$ cat config.mk
export PLATFORM = sky130hd
export DESIGN_NAME = cm_mul_scheduler
export DESIGN_NICKNAME = d
export VERILOG_FILES = /design/src/rtl/cms_pkg.sv /design/src/rtl/cm_mul_scheduler_rr_arbiter.sv /design/src/rtl/cm_mul_scheduler.sv
export SDC_FILE = /design/constraint.sdc
export NUM_CORES = 1
export LEC_CHECK = 0
export CAP_MARGIN = 40
export CELL_PAD_IN_SITES_DETAIL_PLACEMENT = 0
export CELL_PAD_IN_SITES_GLOBAL_PLACEMENT = 1
export CORE_MARGIN = 3
export CORE_UTILIZATION = 21
export CTS_CLUSTER_SIZE = 25
export DETAILED_ROUTE_END_ITERATION = 10
export GPL_ROUTABILITY_DRIVEN = 1
export PLACE_DENSITY_LB_ADDON = 0.1
export SETUP_SLACK_MARGIN = 0.3
export SYNTH_ARGS = -nofsm -noshare
export SYNTH_HDL_FRONTEND = slang
export SYNTH_SLANG_ARGS = --single-unit
$ cat constraint.sdc
create_clock -name clk_i -period 1.8 [get_ports clk_i]
set_input_delay 0.36 -clock clk_i [delete_from_list [all_inputs] [get_ports clk_i]]
set_output_delay 0.36 -clock clk_i [all_outputs]
set_load 0.03 [all_outputs]
$ cat src/rtl/cms_pkg.sv
// cms_pkg: FSM state encoding and multiplier mode constants for cm_mul_scheduler
package cms_pkg;
  typedef enum logic [1:0] {
    IDLE    = 2'd0,
    ISSUE   = 2'd1,
    RESP    = 2'd2,
    RECOVER = 2'd3
  } cms_state_e;
  localparam logic [1:0] CM_8   = 2'b00;
  localparam logic [1:0] CM_2X8 = 2'b01;
  localparam logic [1:0] CM_16  = 2'b10;
  localparam logic [1:0] CM_ILL = 2'b11;
endpackage

$ cat src/rtl/cm_mul_scheduler_rr_arbiter.sv
// rr_arbiter: combinational round-robin pick of the first valid requester at or above ptr
module rr_arbiter #(
  parameter int NUM_REQ = 4,
  parameter int ID_W    = 2
) (
  input  logic [NUM_REQ-1:0] req,
  input  logic [ID_W-1:0]    ptr,
  output logic [NUM_REQ-1:0] gnt,
  output logic [ID_W-1:0]    idx,
  output logic               any
);
  assign any = |req;
  // walk the rotated order from farthest to nearest so the nearest valid requester wins
  always_comb begin
    idx = '0;
    for (int i = NUM_REQ - 1; i >= 0; i--)
      idx = req[(int'(ptr) + i) % NUM_REQ] ? ID_W'((int'(ptr) + i) % NUM_REQ) : idx;
    gnt = any ? NUM_REQ'(1) << idx : '0;
  end
endmodule

$ cat src/rtl/cm_mul_scheduler.sv
// cm_mul_scheduler: round-robin sharing of one multiplier; CMS_TIMEOUT_EN adds an ISSUE watchdog
module cm_mul_scheduler
  import cms_pkg::*;
#(
  parameter int NUM_REQ     = 4,
  parameter int ID_W        = 2,
  parameter int TIMEOUT_CYC = 64
) (
  input  logic                  clk_i,
  input  logic                  reset_i,
  input  logic [NUM_REQ-1:0]    req_valid_i,
  output logic [NUM_REQ-1:0]    req_ready_o,
  input  logic [NUM_REQ*16-1:0] req_a_i,
  input  logic [NUM_REQ*16-1:0] req_b_i,
  input  logic [NUM_REQ*2-1:0]  req_cm_i,
  output logic                  mul_enable_o,
  output logic [1:0]            mul_cm_o,
  output logic [15:0]           mul_a_o,
  output logic [15:0]           mul_b_o,
  input  logic [31:0]           mul_product_i,
  input  logic                  mul_valid_i,
  output logic                  rsp_valid_o,
  input  logic                  rsp_ready_i,
  output logic [31:0]           rsp_data_o,
  output logic [ID_W-1:0]       rsp_id_o,
  output logic                  rsp_err_o,
  output logic                  busy_o
);
  cms_state_e state, state_nxt;
  logic [ID_W-1:0] ptr, gidx;
  logic [NUM_REQ-1:0] gnt;
  logic any, timeout, accept, finish;
  logic [1:0] sel_cm;
  rr_arbiter #(.NUM_REQ(NUM_REQ), .ID_W(ID_W)) u_arb (
    .req(req_valid_i),
    .ptr(ptr),
    .gnt(gnt),
    .idx(gidx),
    .any(any)
  );
  assign sel_cm       = req_cm_i[2*int'(gidx) +: 2];
  assign accept       = state == IDLE && any;
  assign finish       = state == ISSUE && (mul_valid_i || timeout);
  assign busy_o       = state != IDLE;
  assign mul_enable_o = state == ISSUE;
  assign rsp_valid_o  = state == RESP;
`ifdef CMS_TIMEOUT_EN
  logic [31:0] to_cnt;
  // count consecutive ISSUE cycles; held at zero elsewhere so each operation starts fresh
  always_ff @(posedge clk_i) begin
    if (reset_i || state != ISSUE) to_cnt <= '0;
    else to_cnt <= to_cnt + 32'd1;
  end
  assign timeout = state == ISSUE && !mul_valid_i && to_cnt == 32'(TIMEOUT_CYC - 1);
`else
  assign timeout = TIMEOUT_CYC < 0;
`endif
  // state register
  always_ff @(posedge clk_i) begin
    if (reset_i) state <= IDLE;
    else state <= state_nxt;
  end
  // next state: illegal mode skips the multiplier and needs no RECOVER, stale valids are drained in RECOVER
  always_comb begin
    state_nxt = state;
    state_nxt = state == IDLE  ? (any ? (sel_cm == CM_ILL ? RESP : ISSUE) : IDLE) :
                state == ISSUE ? ((mul_valid_i || timeout) ? RESP : ISSUE) :
                state == RESP  ? (rsp_ready_i ? (mul_cm_o == CM_ILL ? IDLE : RECOVER) : RESP) :
                                 (mul_valid_i ? RECOVER : IDLE);
  end
  // accept pulse, operand/mode latches, pointer advance and response capture
  always_ff @(posedge clk_i) begin
    if (reset_i) begin
      req_ready_o <= '0;
      ptr         <= '0;
      mul_cm_o    <= '0;
      mul_a_o     <= '0;
      mul_b_o     <= '0;
      rsp_data_o  <= '0;
      rsp_id_o    <= '0;
      rsp_err_o   <= 1'b0;
    end else begin
      req_ready_o <= accept ? gnt : '0;
      if (accept) begin
        mul_a_o    <= req_a_i[16*int'(gidx) +: 16];
        mul_b_o    <= req_b_i[16*int'(gidx) +: 16];
        mul_cm_o   <= sel_cm;
        rsp_id_o   <= gidx;
        rsp_err_o  <= sel_cm == CM_ILL;
        rsp_data_o <= '0;
        ptr        <= int'(gidx) == NUM_REQ - 1 ? '0 : gidx + ID_W'(1);
      end
      if (finish) begin
        rsp_data_o <= mul_valid_i ? mul_product_i : '0;
        rsp_err_o  <= !mul_valid_i;
      end
    end
  end
endmodule

==> impl_metrics.ini <==
[grt]
grt_pass1_vias = 5163
antenna_found_initial = 1
grt_first_pass_wirelength_um = 28190
grt_max_degree = 34
track_usage = 0.1791
grt_overflow = 0

[logic_synthesis]
ys_types = 27
syn_nets = 756
yosysTopAreaCellShare = 0.4042
ys_async_sr_fraction = 0
synth_area_leaders = dfxtp_1, nand2_1, nand3_1, a21oi_1, clkbuf_1
yosys.area.top_type = dfxtp_1
synth.most_common_cell = nand2_1
ys_ff_latch = 77
synth_ff_type = dfxtp_1
avgSynthCellArea_um2 = 6.587
synth_commonest_cells = nand2_1, nand3_1, dfxtp_1
yosysWarnings = 0
synth_area_um2 = 3814
ys_seq_area_frac = 0.4042
synth_edf_count = 0
synth_cells = 579

[worst_setup_path]
path_buf_inv = 2
critPathTopFamily = compound AO/OA/AOI/OAI gates
crit_chain = dlygate4sd2_1 > nor2b_4 > a221o_1 > o21ai_4 > inv_6 > mux2i_4 > nand2_1 > a311o_1 > o21ai_1
cp.arrival_ns = 2.06
end_kind = flop
cp-start-kind = input port
critPathMaxFanout = 7
critPathMaxStageDelay_ns = 0.38
required_ns = 2.07
path_class = input port to flop
cpMaxStageDelayCell = a311o_1

[clock_network]
cts_hold_buf = 0
clk_pin_slew_ns = 0.06
cts_root_buf = clkbuf_16
cts_buffers = 9
clk_latency_ns = 0.34
clockBufferDepth = 2
cts.sinks = 77
cts_tree = built
h-tree-depth = 3

[die]
fp.dieW_um = 140.8
die_area_um2 = 19810
start_util = 0.2175
top_level_ports = 252
core_area_um2 = 17540
fp.dieH_um = 140.8
row_count = 48

[drt]
wl_per_cell_um = 17.20
drtAntennaViolNets = 0
drc = 0
via_per_inst = 4.651
wl_um = 18760
drtPass1Iterations = 4
vias = 5074
first_iter_violations = 202

[timing]
setup_tns_ns = 0
worst_slew_pin_slew_ns = 0.4932
fin_hold_ws_ns = 0.4503
slew_violations = 0
slew_headroom = 0.6712
rsz0062_at_grt = true
fmax_ghz = 0.5564
layout_min_cycle_time_ns = 1.797
fin_skew_ns = 0.007185
fin_crit_sh = 0.9984
setup_violations = 0
finalHoldViolations = 0

[placement]
dp_hpwl_um = 12840
gp_congestion = 0.8337
numPortBuffers = 251

[cells_and_area]
nets = 1037
utilization = 0.4609
area_growth_pct = 111.9
layout-drive-gt1-share = 0.2023

[power]
p_leak_nw = 3.427
max-vdd-ir-drop_mv = 0.7988
cellPowerDensity_nw_per_um2 = 1549

[hold_path]
min-delay-path-class = flop to flop

[run_status]
status = completed

[job]
drv_cap = 0
layout by cell type (no fill, tap or decap), types with 8 or more instances in the layout:
master / n
dlygate4sd2_1: 58
nand3_1: 110
buf_4: 25
a21oi_1: 58
a21oi_2: 11
clkdlybuf4s15_1: 11
buf_6: 13
nand2_2: 8
buf_12: 17
clkdlybuf4s50_1: 170
clkbuf_16: 13
nand2_1: 192
nand3_2: 20
dfxtp_1: 73
flip-flops by register name, indices dropped and copies added, names as in the netlist:
register	cells
mul_a_o	16
mul_b_o	16
mul_cm_o	2
ptr	2
req_ready_o	4
rsp_data_o	32
rsp_err_o	1
rsp_id_o	2
state	2
per-layer routing:
| layer | track usage | routed length, um | vias up |
|---|---|---|---|
| li1 | - | - | 2516 |
| met1 | 0.2111 | 7578 | 2374 |
| met2 | 0.3102 | 9584 | 165 |
| met3 | 0.05665 | 1349 | 19 |
| met4 | 0.05558 | 252 | 0 |
| met5 | 0 | 0 | - |
tightest hold or removal path, delay by kind of cell, from the launching register on:
kind / cells / cell delay [ns]
AO/OA/AOI/OAI: 1 / 0.05
AND/OR/NAND/NOR: 1 / 0.05
flip-flops: 1 / 0.30
cells by family after synthesis:
kind of cell,count (synthesis),share of synthesized area
AOI/OAI and AO/OA,82,0.1155
adders and majority gates,1,0.003280
buffers and inverters,55,0.05873
DFF,77,0.4042
muxes,5,0.01312
and+or+nand+nor,359,0.4052
final timing paths:
kind / from / endpoint / slack, ns / depth (start not counted)
max: req_valid_i[1] / state[0] / 0.003 / 9
min reg2reg: mul_a_o[5] / mul_a_o[5] / 0.45 / 2
min: mul_a_o[5] / mul_a_o[5] / 0.45 / 2
max reg2reg: ptr[0] / state[0] / 0.02 / 8
per-stage QoR:
stage / cells / setup WS, ns / power (mW) / instance area, um2
floorplan: 579 / 0.1090 / 6.044 / 3920
global placement: 1040 / -0.5172 / 8.689 / 6869
detailed placement: 1040 / -0.5437 / 8.731 / 6869
CTS: 1080 / 0.03427 / 12.00 / 7799
global route: 1091 / -0.06535 / 13.35 / 8083
finish: 1091 / 0.002802 / 12.52 / 8083
where the power goes:
| part | switching, mW | internal [mW] | total [mW] |
|---|---|---|---|
| logic | 4.32 | 3.69 | 8.01 |
| clock network | 0.781 | 1.26 | 2.04 |
| registers | 0.265 | 2.20 | 2.47 |
layout make-up:
class / count / area (um2)
Antenna cell: 1 / 2.502
Clock buffer: 10 / 239.0
Clock inverter: 6 / 93.84
Fill cell: 1720 / 9454
Inverter: 5 / 26.28
Multi-Input combinational cell: 447 / 2460
Sequential cell: 77 / 1549
Tap cell: 225 / 281.5
Timing Repair Buffer: 320 / 3431
repair_timing:
action,4_1_cts,5_1_grt
buffers inserted,17,4
endpoints found under the hold margin,0,0
resized for setup,198,51
gates cloned,7,6
pin swaps,32,10
endpoints found under the setup margin,153,65
No activity file was read; power rests on OpenSTA's default activity.
